### src/rtl/mod_counter_pkg.sv
// Shared types for the programmable-modulus counter: FSM state, direction
// encoding and the run configuration latched on start.
package mod_counter_pkg;

  typedef enum logic [1:0] {
    IDLE = 2'd0,
    RUN  = 2'd1,
    DONE = 2'd2
  } state_t;

  localparam logic DIR_UP   = 1'b1;
  localparam logic DIR_DOWN = 1'b0;

  // Direction and mode captured on start; modulus is shadowed separately
  // because its width is a module parameter.
  typedef struct packed {
    logic dir;
    logic oneshot;
  } shadow_t;

endpackage

### src/rtl/mod_counter_if.sv
// Control/status bundle for mod_counter. The master drives controls and
// observes status; the counter itself uses the slave view.
interface mod_counter_if #(
  parameter int W  = 8,
  parameter int PW = 4
);
  logic          en;
  logic          clr;
  logic          start;
  logic          load;
  logic [W-1:0]  load_val;
  logic [W-1:0]  modulus;
  logic          dir;
  logic          oneshot;
  logic [PW-1:0] prescale;
  logic [W-1:0]  Q;
  logic          carry;
  logic          busy;
  logic          done;

  modport master (
    output en, clr, start, load, load_val, modulus, dir, oneshot, prescale,
    input  Q, carry, busy, done
  );

  modport slave (
    input  en, clr, start, load, load_val, modulus, dir, oneshot, prescale,
    output Q, carry, busy, done
  );
endinterface

### src/rtl/mod_counter_prescale_tick.sv
// Prescale divider: emits one tick every prescale+1 enabled cycles.
// clr_pc wins over en so a restart always begins a fresh interval.
module prescale_tick #(
  parameter int PW = 4
) (
  input  logic          clk,
  input  logic          rst,
  input  logic          en,
  input  logic          clr_pc,
  input  logic [PW-1:0] prescale,
  output logic          tick
);

  logic [PW-1:0] pc;

  assign tick = en && !clr_pc && (pc == prescale);

  always_ff @(posedge clk or negedge rst) begin
    if (!rst)
      pc <= '0;
    else if (clr_pc)
      pc <= '0;
    else if (en)
      pc <= (pc == prescale) ? '0 : pc + PW'(1);
  end

endmodule

### src/rtl/mod_counter.sv
// Programmable-modulus up/down timer with prescaler, load and wrap/one-shot
// modes. The FSM, shadowed run configuration and count datapath live here.
module mod_counter
  import mod_counter_pkg::*;
#(
  parameter int W  = 8,
  parameter int PW = 4
) (
  input logic          clk,
  input logic          rst,
  mod_counter_if.slave bus
);

  state_t       state_q, state_d;
  shadow_t      shd_q, shd_d;
  logic [W-1:0] mod_q, mod_d;
  logic [W-1:0] cnt_q, cnt_d;
  logic         carry_q, carry_d;
  logic         busy_q, done_q;
  logic         tick;
  logic         term;
  logic         tick_eff;
  logic [W-1:0] load_clamped;

  prescale_tick #(.PW(PW)) u_ptick (
    .clk      (clk),
    .rst      (rst),
    .en       (bus.en && (state_q == RUN)),
    .clr_pc   (bus.clr || bus.start),
    .prescale (bus.prescale),
    .tick     (tick)
  );

  assign term         = (shd_q.dir == DIR_UP) ? (cnt_q == mod_q) : (cnt_q == '0);
  assign load_clamped = (bus.load_val > mod_q) ? mod_q : bus.load_val;
  // A tick in a clr/start/load cycle is overridden and must not move the count.
  assign tick_eff     = tick && !bus.clr && !bus.start && !bus.load;

  always_comb begin
    state_d = state_q;
    if (bus.clr)
      state_d = IDLE;
    else if (bus.start)
      state_d = RUN;
    else if (tick_eff && term && shd_q.oneshot)
      state_d = DONE;
  end

  always_comb begin
    shd_d   = shd_q;
    mod_d   = mod_q;
    cnt_d   = cnt_q;
    carry_d = 1'b0;
    if (bus.clr) begin
      cnt_d = '0;
    end else if (bus.start) begin
      shd_d.dir     = bus.dir;
      shd_d.oneshot = bus.oneshot;
      mod_d         = bus.modulus;
      cnt_d         = (bus.dir == DIR_UP) ? '0 : bus.modulus;
    end else if (bus.load) begin
      cnt_d = load_clamped;
    end else if (tick_eff) begin
      if (term) begin
        carry_d = 1'b1;
        if (!shd_q.oneshot)
          cnt_d = (shd_q.dir == DIR_UP) ? '0 : mod_q;
      end else begin
        cnt_d = (shd_q.dir == DIR_UP) ? cnt_q + W'(1) : cnt_q - W'(1);
      end
    end
  end

  always_ff @(posedge clk or negedge rst) begin
    if (!rst) begin
      state_q <= IDLE;
      shd_q   <= '0;
      mod_q   <= '0;
      cnt_q   <= '0;
      carry_q <= 1'b0;
      busy_q  <= 1'b0;
      done_q  <= 1'b0;
    end else begin
      state_q <= state_d;
      shd_q   <= shd_d;
      mod_q   <= mod_d;
      cnt_q   <= cnt_d;
      carry_q <= carry_d;
      busy_q  <= (state_d == RUN);
      done_q  <= (state_d == DONE);
    end
  end

  assign bus.Q     = cnt_q;
  assign bus.carry = carry_q;
  assign bus.busy  = busy_q;
  assign bus.done  = done_q;

endmodule

### src/flat_wrapper.sv
// flat-port wrapper written by rule: the top's interface ports become plain ports
module mod_counter_flat import mod_counter_pkg::*;
#(
  parameter int W  = 8,
  parameter int PW = 4
)
  (clk, rst, bus_en, bus_clr, bus_start, bus_load, bus_load_val, bus_modulus, bus_dir, bus_oneshot, bus_prescale, bus_Q, bus_carry, bus_busy, bus_done);
  mod_counter_if #(.W(W), .PW(PW)) bus_i ();
  input logic clk;
  input logic rst;
  input wire logic [$bits(bus_i.en)-1:0] bus_en;
  input wire logic [$bits(bus_i.clr)-1:0] bus_clr;
  input wire logic [$bits(bus_i.start)-1:0] bus_start;
  input wire logic [$bits(bus_i.load)-1:0] bus_load;
  input wire logic [$bits(bus_i.load_val)-1:0] bus_load_val;
  input wire logic [$bits(bus_i.modulus)-1:0] bus_modulus;
  input wire logic [$bits(bus_i.dir)-1:0] bus_dir;
  input wire logic [$bits(bus_i.oneshot)-1:0] bus_oneshot;
  input wire logic [$bits(bus_i.prescale)-1:0] bus_prescale;
  output wire logic [$bits(bus_i.Q)-1:0] bus_Q;
  output wire logic [$bits(bus_i.carry)-1:0] bus_carry;
  output wire logic [$bits(bus_i.busy)-1:0] bus_busy;
  output wire logic [$bits(bus_i.done)-1:0] bus_done;
  assign bus_i.en = bus_en;
  assign bus_i.clr = bus_clr;
  assign bus_i.start = bus_start;
  assign bus_i.load = bus_load;
  assign bus_i.load_val = bus_load_val;
  assign bus_i.modulus = bus_modulus;
  assign bus_i.dir = bus_dir;
  assign bus_i.oneshot = bus_oneshot;
  assign bus_i.prescale = bus_prescale;
  assign bus_Q = bus_i.Q;
  assign bus_carry = bus_i.carry;
  assign bus_busy = bus_i.busy;
  assign bus_done = bus_i.done;
  mod_counter #(.W(W), .PW(PW)) u_core (.clk(clk), .rst(rst), .bus(bus_i));
endmodule
### config.mk
export PLATFORM = sky130hd
export DESIGN_NAME = mod_counter_flat
export DESIGN_NICKNAME = d
export VERILOG_FILES = /design/src/rtl/mod_counter_pkg.sv /design/src/rtl/mod_counter_if.sv /design/src/rtl/mod_counter_prescale_tick.sv /design/src/rtl/mod_counter.sv /design/src/flat_wrapper.sv
export SDC_FILE = /design/constraint.sdc
export NUM_CORES = 1
export LEC_CHECK = 0
export CAP_MARGIN = 0
export CORE_MARGIN = 2
export CORE_UTILIZATION = 53
export DETAILED_ROUTE_END_ITERATION = 7
export GPL_TIMING_DRIVEN = 1
export PLACE_DENSITY = 0.79
export SLEW_MARGIN = 40
export SYNTH_ARGS = -nofsm -noshare
export SYNTH_HDL_FRONTEND = slang
export SYNTH_HIERARCHICAL = 1
export SYNTH_SLANG_ARGS = --single-unit
### constraint.sdc
create_clock -name clk -period 2.6 [get_ports clk]
set_input_delay 0.78 -clock clk [delete_from_list [all_inputs] [get_ports clk]]
set_output_delay 0.78 -clock clk [all_outputs]
set_load 0.005 [all_outputs]
* Yosys cells after proc, flatten, opt, wreduce, memory -nomap -nowiden *
Index checks and enable logic that the tools add are counted.

storage, ports and cells
  logic and storage cells = 60
  bits in registers = 27
  memories = 0
  memory bits (writable) = 0
  bits in latches = 0
  bits in read-only memories = 0
  input port bits = 28

operators by class
  equality and inequality tests = 6
  bitwise gates (word level) = 1
  shift-type cells = 0
  $mul = 0
  add/sub/neg operators = 3
  divide/modulo/power cells = 0
  mux-type cells = 22
  reductions and logical operators = 18
  magnitude comparators = 1

operator list
  operator               number
  $mux W8                10
  $mux W4                3
  $add A8 B1 Y8 const B  1
  $eq A8 B8 Y1           1
  $gt A8 B8 Y1           1
  $logic_and A1 B1 Y1    8
  $logic_not A8 Y1       1
  $sub A8 B1 Y8 const B  1
  $mux W1                6
  $mux W2                3
  $ne A5 B5 Y1 const B   1
  $add A4 B1 Y4 const B  1
  $eq A2 B1 Y1 const B   2
  $eq A4 B4 Y1           1
  $logic_not A1 Y1       4
  $reduce_and A2 Y1      2
  $reduce_bool A4 Y1     1
  $eq A2 B2 Y1 const B   1
  $reduce_bool A2 Y1     1
  $logic_or A1 B1 Y1     1
  $not A1 Y1             1

* Longest topological paths before layout *
Gate-level depths: netlist of run 1.

  depth in word-level cells = 13
  gate-level depth with buffers = 9
  mapped depth without buffers = 8

* By module *
The synthesis of run 1 kept the hierarchy.

modules (own cells, without submodules)
  module         cells an instance  sequential area each (um^2)  times used  area each (um^2)
  mod_counter    215                575.6                        1           1,868.0
  prescale_tick  28                 100.1                        1           281.5

* Worst setup path before layout of run 1 *
Ideal clock, no wire load.

  kind = input to register
  from = in bus_load_val[7]
  to = reg u_core.cnt_q[2] (netlist: u_core/bus.Q[2])
  cell stages on the path = 7
  setup time = 0.082 ns
  buffers on the path = 0
  arrival = 2.364 ns
  path slack = 0.154 ns
  path through = ha_1 > nand4_1 > nor2_1 > a21oi_1 > nor2_1 > mux2_2 > a31oi_1

on the way
  cells in the longest elaborated chain, start to end = 5

ends and longest elaborated chain
  what                  RTL line            RTL
  from (decl)           flat_wrapper.sv:15  input wire logic [$bits(bus_i.load_val)-1:0] bus_load_val;
  $gt A8 B8 Y1          mod_counter.sv:35   assign load_clamped = (bus.load_val > mod_q) ? mod_q : bus.load_val;
  $mux W8               mod_counter.sv:35
  $mux W8               mod_counter.sv:61   end else if (bus.load) begin
  $mux W8               mod_counter.sv:56   end else if (bus.start) begin
  $mux W8               mod_counter.sv:54   if (bus.clr) begin
  to (signal assigned)  mod_counter.sv:87   cnt_q <= cnt_d;
  to (decl)             mod_counter.sv:17   logic [W-1:0] cnt_q, cnt_d;

No other way between the ends.
A chain may end at the register's enable or synchronous reset.

* Worst setup path after layout of run 1 *
  from = in bus_load_val[5]
  to = reg u_core.cnt_q[7] (netlist: u_core/bus.Q[7])

Same word-level chain as after synthesis.

==> results of run 1 <==
## kinds of logic after synthesis
kind of cell,synth area share
AOI/OAI and AO/OA,0.203
xor gates and xnor gates,0.0652
adders and majority gates,0.0966
buffers and inverters,0.0448
DFF,0.314
muxes,0.0448
and+or+nand+nor,0.231
## flip-flops by register name, summed over array words and instances (netlist names)
| register | flops |
|---|---|
| u_core/mod_q | 8 |
| u_core/u_ptick/pc | 4 |
| u_core/shd_q | 2 |
| u_core/state_q | 2 |
| u_core/bus.Q | 8 |
| u_core/bus.done | 1 |
| u_core/bus.carry | 1 |
| u_core/bus.busy | 1 |
## power by group
part / switching [W] / internal [W]
sequential: 0.0000595 / 0.000459
clock: 0.000144 / 0.000108
combinational: 0.000306 / 0.000301
total: 0.000509 / 0.000867
## layout make-up
| type | instances | area [um2] |
|---|---|---|
| multi-input cells | 193 | 1460 |
| fillers | 297 | 1060 |
| flip-flops and latches | 27 | 676 |
| repair buffers | 64 | 576 |
| well taps | 50 | 62.6 |
| inverters | 16 | 60.1 |
| clock buffers | 3 | 41.3 |
| clock inverters | 1 | 5.00 |
## metal layers
metal | vias to the layer above | GRT usage | part of all wire
li1 | 1009 | - | -
met1 | 975 | 0.370 | 0.41
met2 | 89 | 0.478 | 0.49
met3 | 19 | 0.0367 | 0.070
met4 | 0 | 0.143 | 0.027
met5 | - | 0 | 0
## cells in the final DEF (no fill, tap or decap), types with 3 or more instances in the layout
cell type / instances
xor2_1: 13
nor2b_1: 4
o211ai_1: 3
buf_4: 26
nand4_1: 3
nand2_1: 27
o21ai_0: 12
a22oi_1: 5
ha_1: 11
inv_1: 16
a21o_1: 4
dfrtp_1: 27
xnor2_1: 3
nor3_1: 6
nand3b_1: 3
mux2i_1: 4
or3_1: 5
ha_4: 4
clkbuf_8: 3
a211oi_1: 3
nand2b_1: 5
a31oi_1: 4
nor2_1: 17
dlygate4sd2_1: 4
a21oi_1: 9
clkdlybuf4s50_1: 30
nand3_1: 6
mux2_2: 5
## timing repair
item / CTS / global route
pin swaps: 13 / 8
hold buffers: 0 / 0
buffers inserted: 0 / 1
gates resized for setup: 9 / 12
endpoints found under the setup margin: 3 / 4
## through the flow
| stage | util | setup TNS [ns] | cell area [um2] | setup slack (ns) |
|---|---|---|---|---|
| final | 0.731 | 0 | 2880 | 0.0744 |
| after global routing | 0.731 | -0.00839 | 2880 | -0.00546 |
| after CTS | 0.709 | 0 | 2800 | 0.00593 |
| after detailed placement | 0.696 | -2.65 | 2740 | -0.428 |
| after global placement | 0.696 | -2.21 | 2740 | -0.325 |
| after floorplan | - | 0 | 2150 | 0.154 |
## how the worst min path moves through the flow
stage	slack, ns	start	depth (start not counted)	endpoint
after detailed placement	0.55	u_core/state_q[1]	1	u_core/state_q[1]
after global routing	0.59	u_core/state_q[1]	1	u_core/state_q[1]
after CTS	0.57	u_core/state_q[1]	1	u_core/state_q[1]
after global placement	0.52	u_core/state_q[1]	1	u_core/bus.busy
after floorplan	0.47	u_core/state_q[1]	1	u_core/bus.busy
final	0.57	u_core/state_q[1]	1	u_core/state_q[1]
==> flow_metrics.tcl, run 1 <==
set metrics [dict create \
    status "finished, final reports clean" \
    gp_congestion 0.928 \
    power.density_nw_per_um2 478 \
    fp.dieH_um 67.7 \
    synth_largest_area_cell "dfrtp_1" \
    startpoint_type "input pin" \
    synthTopCellsByCount "dfrtp_1 (27), nand2_1 (27), nor2_1 (18)" \
    first_pass_iters 5 \
    path_clk_slew_ns 0.10 \
    fin_skew_ns 0.00333 \
    rr_endpoint "u_core/bus.Q[6]" \
    start_util 0.545 \
    boundaryPins 39 \
    die_x_um 67.7 \
    hold_viol_final 0 \
    syn-num-nets 287 \
    postSynthCellCount 243 \
    grt_pass1_vias 2096 \
    wl_per_cell_um 17.2 \
    dp_cells 349 \
    die-area_um2 4580 \
    insertion_delay_ns 0.28 \
    clock.fmax_ghz 0.396 \
    antenna_cells 0 \
    ys_top_cells_by_area "dfrtp_1 (31%), ha_1 (8.7%), xor2_1 (5.3%)" \
    tightestPinTransition_ns 0.460 \
    synth_area_per_cell_um2 8.85 \
    whs_ns 0.573 \
    post-route-period-util 0.971 \
    layout_min_cycle_time_ns 2.53 \
    worstPathRequired_ns 2.80 \
    drc 0 \
    syn_to_final_growth_pct 34.1 \
    startpoint "bus_load_val[5]" \
    worstHoldPathType "reg -> reg" \
    track_usage 0.289 \
    slowest_delay_ns 0.41 \
    cp_top_family "simple AND/OR/NAND/NOR gates" \
    r2r_slack_ns 0.28 \
    syn_area_um2 2150 \
    crit_end "u_core/bus.Q[7]" \
    drt-total-wl_mm 6.08 \
    cts_root_buf "clkbuf_8" \
    worst_slew_margin_rel 0.689 \
    max-vdd-ir-drop_mv 0.312 \
    maxCapViolations 0 \
    post_route_cells_drive_above_1_share 0.181 \
    cts_buffers 3 \
    cts_sinks 27 \
    cts_tree "built" \
    ant_nets 0 \
    synth_warnings 6 \
    ys_seq_area_frac 0.314 \
    leakagePower_nw 1.28 \
    htreeDepth 1 \
    core_um2 3940 \
    cp.depth 9 \
    io_buffers 38 \
    final_nets 349 \
    finalMaxSlewViolations 0 \
    p_total_w 0.00138 \
    layout.cells.non_filler 354 \
    synth_top_cell_area_share 0.314 \
    synth_top_flop_cell "dfrtp_1" \
    reg2reg_from "u_core/bus.Q[0]" \
    synth_cell_type_count 53 \
    end_kind "flip-flop" \
    ys_seq_elements 27 \
    crit_chain "dlygate4sd2_1 -> ha_4 -> nand4_1 -> nor2_2 -> a21oi_2 -> buf_4 -> o2111ai_2 -> or3b_4 -> nor4_4" \
    worst_r2r_path_depth 8 \
    cp_slowest_cell "or3b_4" \
    post_drt_via_cell_ratio 5.91 \
    vias 2092 \
    path_buf_inv 2 \
    synthArstFlopShare 1.00 \
    grt_max_degree 28 \
    cts_buffer_depth 2 \
    grt_overflow 0 \
    grt_pass1_wl_mm 9.86 \
    worstPathArrival_ns 2.72 \
    rows 23 \
    setup_violations 0 \
    worstSetupPathType "in -> reg" \
    antenna_found_initial 0 \
    dp_hpwl_mm 4.58 \
    drt-initial-drc-count 146 \
    cp_max_fo 4 \
    synth_edf_count 0 \
]
(Power assumes the default switching activity.)
==> inputs of run 2 (changes only) <==
CORE_MARGIN = 10   (was 2)
==> run 2 against run 1 <==
The flow now finishes with violations (setup timing); wire length increased by 11%; fmax decreased by 3.4%; cell count grew 1.7%; via count is 2.4% higher; total power fell by 0.15%; critical path type unchanged.
==> flow_metrics.tcl, run 2 (synthesis gave the netlist of run 1 again) <==
set metrics [dict create \
    setup_violations 2 \
    final_cell_mix "buf_4 (30), clkdlybuf4s50_1 (29), nand2_1 (27), dfrtp_1 (27), nor2_1 (17)" \
    p_total_w 0.00137 \
    cts_root_buf "clkbuf_8" \
    vias 2143 \
    grt_pass1_vias 2205 \
    die-area_um2 7000 \
    final_nets 355 \
    post_drt_via_cell_ratio 5.95 \
    hold_viol_final 0 \
    htreeDepth 1 \
    post_route_cells_drive_above_1_share 0.190 \
    antenna_found_initial 0 \
    cp_max_fo 4 \
    grt_overflow 0 \
    finalMaxSlewViolations 0 \
    cts_sinks 27 \
    power.density_nw_per_um2 473 \
    cts_buffer_depth 2 \
    dp_cells 353 \
    post-route-period-util 1.01 \
    antenna_cells 0 \
    boundaryPins 39 \
    startpoint_type "input pin" \
    r2r_slack_ns 0.24 \
    syn_to_final_growth_pct 35.2 \
    gp_congestion 0.932 \
    final_common_cell "buf_4" \
    insertion_delay_ns 0.27 \
    leakagePower_nw 1.31 \
    postLayoutSetupSlackWorst_ns -0.0146 \
    reg2reg_from "u_core/mod_q[5]" \
    postCtsHoldBufs 0 \
    worstPathRequired_ns 2.80 \
    end_kind "flip-flop" \
    worstPathArrival_ns 2.81 \
    core_um2 3970 \
    rsz0062_at_grt "yes" \
    first_pass_iters 4 \
    rows 23 \
    drc 0 \
    clock.fmax_ghz 0.382 \
    status "finished, violations left" \
    wl_per_cell_um 18.8 \
    path_clk_slew_ns 0.10 \
    hp-start "u_core/state_q[1]" \
    layout_min_cycle_time_ns 2.61 \
    drt-total-wl_mm 6.76 \
    drt-initial-drc-count 238 \
    max-vdd-ir-drop_mv 0.246 \
    cts_tree "built" \
    fp.dieH_um 83.7 \
    grt_max_degree 28 \
    track_usage 0.183 \
    pre_cts_ws_ns -0.426 \
    violations "setup timing" \
    layout.cells.non_filler 360 \
    grt_pass1_wl_mm 10.7 \
    worstHoldPathType "reg -> reg" \
    ant_nets 0 \
    maxCapViolations 0 \
    die_x_um 83.7 \
    tightestPinTransition_ns 0.429 \
    io_buffers 38 \
    worstSetupPathType "in -> reg" \
    start_util 0.541 \
    fin_skew_ns 0.00323 \
    startpoint "bus_load_val[7]" \
    cts_buffers 3 \
    dp_hpwl_mm 5.04 \
    worst_slew_margin_rel 0.711 \
]
## run 2: through the flow
step           hold WS [ns]  setup TNS, ns   util  instance area [um2]
2_1_floorplan         0.468              0      -                 2150
3_3_place_gp          0.486          -2.32  0.702                 2790
3_5_place_dp          0.513          -3.33  0.702                 2790
4_1_cts               0.528              0  0.721                 2860
5_1_grt               0.565        -0.0430  0.732                 2910
6_report              0.537        -0.0217  0.732                 2910
## run 2: final timing paths
path | end | cells after the start
max reg2reg | u_core/bus.Q[1] | 10
max | u_core/bus.Q[1] | 10
min | u_core/bus.busy | 1
max in group asynchronous | u_core/mod_q[0] | 2
min reg2reg | u_core/bus.busy | 1
min in group asynchronous | u_core/bus.Q[3] | 2
## run 2: routing by layer
layer / share of wire / GRT usage / vias up
met4: 0.031 / 0.0761 / 0
met1: 0.41 / 0.214 / 1019
met3: 0.046 / 0.0234 / 19
met5: 0 / 0 / -
met2: 0.51 / 0.325 / 84
li1: - / - / 1021
## run 2: what timing repair did
item | CTS | global route
resized for setup | 12 | 6
pin swaps | 15 | 3
setup buffers | 2 | 0
cloned | 0 | 1
setup endpoints to repair | 6 | 7
## run 2: worst max-delay path, cell delays in order
cell,delay [ns]
dlygate4sd2_1,0.27
ha_1,0.30
nand4_1,0.18
buf_4,0.19
a211oi_2,0.20
nor2_1,0.11
buf_4,0.16
buf_4,0.13
or3_1,0.33
a41oi_2,0.16
## run 2: layout make-up
cell class,instances,area [um2]
clock inverter,1,5.00
multi-input combinational,193,1420
inverter,16,60.1
tap,50,62.6
clock buffer,3,41.3
fill,300,1070
sequential,27,676
timing repair buffer,70,643
## run 2: where the power goes
group / internal (W) / switching, W / total [W]
registers: 0.000459 / 0.0000612 / 0.000520
clock network: 0.000108 / 0.000138 / 0.000245
logic: 0.000301 / 0.000308 / 0.000609
total: 0.000867 / 0.000507 / 0.00137
==> inputs of run 3 (changes only) <==
CORE_UTILIZATION = 64   (was 53)
DONT_BUFFER_PORTS = 1   (was not set)
PLACE_DENSITY = 0.78   (was 0.79)
REMOVE_ABC_BUFFERS = 1   (was not set)
SETUP_SLACK_MARGIN = 0.02   (was not set)
==> run 3 against run 2 <==
The run ends with DRC left; fmax up 13%; cell count decreased by 17%; count of clock-buffer cells in the layout up 1; clock power down 20%; largest power group is now registers; largest cell class unchanged.
==> flow_metrics.tcl, run 3 (synthesis gave the netlist of run 1 again) <==
set metrics [dict create \
    postCtsHoldBufs 0 \
    tightestPinTransition_ns 0.458 \
    die_x_um 78.0 \
    worst_r2r_path_depth 8 \
    wl_met2_mm 2.83 \
    cts_buffers 3 \
    max-vdd-ir-drop_mv 0.361 \
    drt-initial-drc-count 137 \
    post_cts_resized 0 \
    core_um2 3130 \
    insertion_delay_ns 0.35 \
    finalInstanceArea_um2 2300 \
    post-route-period-util 0.890 \
    grt_max_degree 28 \
    track_usage 0.190 \
    finalMaxSlewViolations 0 \
    maxCapViolations 0 \
    leakagePower_nw 1.03 \
    htreeDepth 1 \
    p_total_w 0.00117 \
    rr_endpoint "u_core/bus.Q[6]" \
    m1WireLength_mm 2.21 \
    worstHoldPathType "in -> async" \
    antenna_found_initial 0 \
    final_nets 299 \
    vias 1961 \
    worstSetupPathType "reg -> reg" \
    worstPathArrival_ns 2.55 \
    die-area_um2 6080 \
    drc 1 \
    setup_violations 0 \
    cts_root_buf "clkbuf_4" \
    syn_to_final_growth_pct 6.99 \
    rows 20 \
    clock.fmax_ghz 0.432 \
    violations "DRC" \
    boundaryPins 39 \
    reg2reg_from "u_core/bus.Q[0]" \
    top_layer "met4" \
    worstPathRequired_ns 2.83 \
    startpoint_type "flip-flop" \
    rsz0062_at_grt "no" \
    grt_overflow 0 \
    status "finished, violations left" \
    cts_tree "built" \
    post_route_cells_drive_above_1_share 0.126 \
    worst_slew_margin_rel 0.692 \
    start_util 0.687 \
    power.density_nw_per_um2 509 \
    cp_max_fo 5 \
    final_cell_mix "nand2_1 (27), dfrtp_1 (27), nor2_1 (18)" \
    dp_hpwl_mm 4.56 \
    post_drt_via_cell_ratio 6.58 \
    ant_nets 0 \
    fp.dieH_um 78.0 \
    post_cts_buffers 0 \
    first_pass_iters 8 \
    cts_buffer_depth 2 \
    cts_sinks 27 \
    layout_min_cycle_time_ns 2.31 \
    hold_viol_final 0 \
    wl_met3_um 635 \
    placed_area_um2 2270 \
    end_kind "flip-flop" \
    grt_pass1_vias 2025 \
    whs_ns 0.0986 \
    wl_per_cell_um 19.5 \
    grt_pass1_wl_mm 9.44 \
    antenna_cells 0 \
    r2r_slack_ns 0.29 \
    drt-total-wl_mm 5.80 \
    io_buffers 0 \
    path_clk_slew_ns 0.15 \
    fin_skew_ns 0.00232 \
    gp_congestion 0.948 \
]
[run 3: where the power goes]
| part | switching [W] | total, W | leakage (nW) | internal (W) |
|---|---|---|---|---|
| Combinational | 0.000248 | 0.000452 | 0.669 | 0.000204 |
| Clock | 0.000134 | 0.000195 | 0.0150 | 0.0000607 |
| Sequential | 0.0000653 | 0.000524 | 0.348 | 0.000459 |
[run 3: worst max-delay path by stage]
stage                    start              end  slack, ns  cells after the start
6_report       u_core/bus.Q[0]  u_core/bus.Q[6]       0.29                      8
2_1_floorplan           bus_en  u_core/bus.Q[0]      -0.04                      6
5_1_grt        u_core/shd_q[1]  u_core/bus.Q[7]       0.10                      8
3_3_place_gp   bus_load_val[7]  u_core/bus.Q[6]       0.18                      8
3_5_place_dp   bus_load_val[7]  u_core/bus.Q[6]       0.05                      8
4_1_cts        u_core/bus.Q[0]  u_core/bus.Q[6]       0.33                      8
[run 3: cell type report]
cell class	instances	area, um2
Multi-Input combinational cell	193	1380
Fill cell	251	828
Sequential cell	27	676
Timing Repair Buffer	14	105
Inverter	16	60.1
Tap cell	44	55.1
Clock buffer	4	26.3
[run 3: through the flow]
stage,utilization,std cells,setup WS [ns],setup TNS [ns]
2_1_floorplan,-,236,-0.0375,-0.0715
3_3_place_gp,0.727,294,0.181,0
3_5_place_dp,0.727,294,0.0505,0
4_1_cts,0.735,298,0.330,0
5_1_grt,0.735,298,0.101,0
6_report,0.735,298,0.285,0
[run 3: routing by layer]
| layer | vias up | track usage |
|---|---|---|
| li1 | 906 | - |
| met1 | 916 | 0.210 |
| met2 | 121 | 0.328 |
| met3 | 18 | 0.0565 |
| met4 | 0 | 0.0878 |
| met5 | - | 0 |
[run 3: worst max-delay path, stage by stage (launching register included)]
cell	delay, ns
dfrtp_1	0.52
inv_1	0.15
fa_1	0.48
nand2b_1	0.20
a211oi_1	0.31
o21ai_0	0.14
a31oi_1	0.17
nand2b_1	0.12
o2111ai_1	0.10
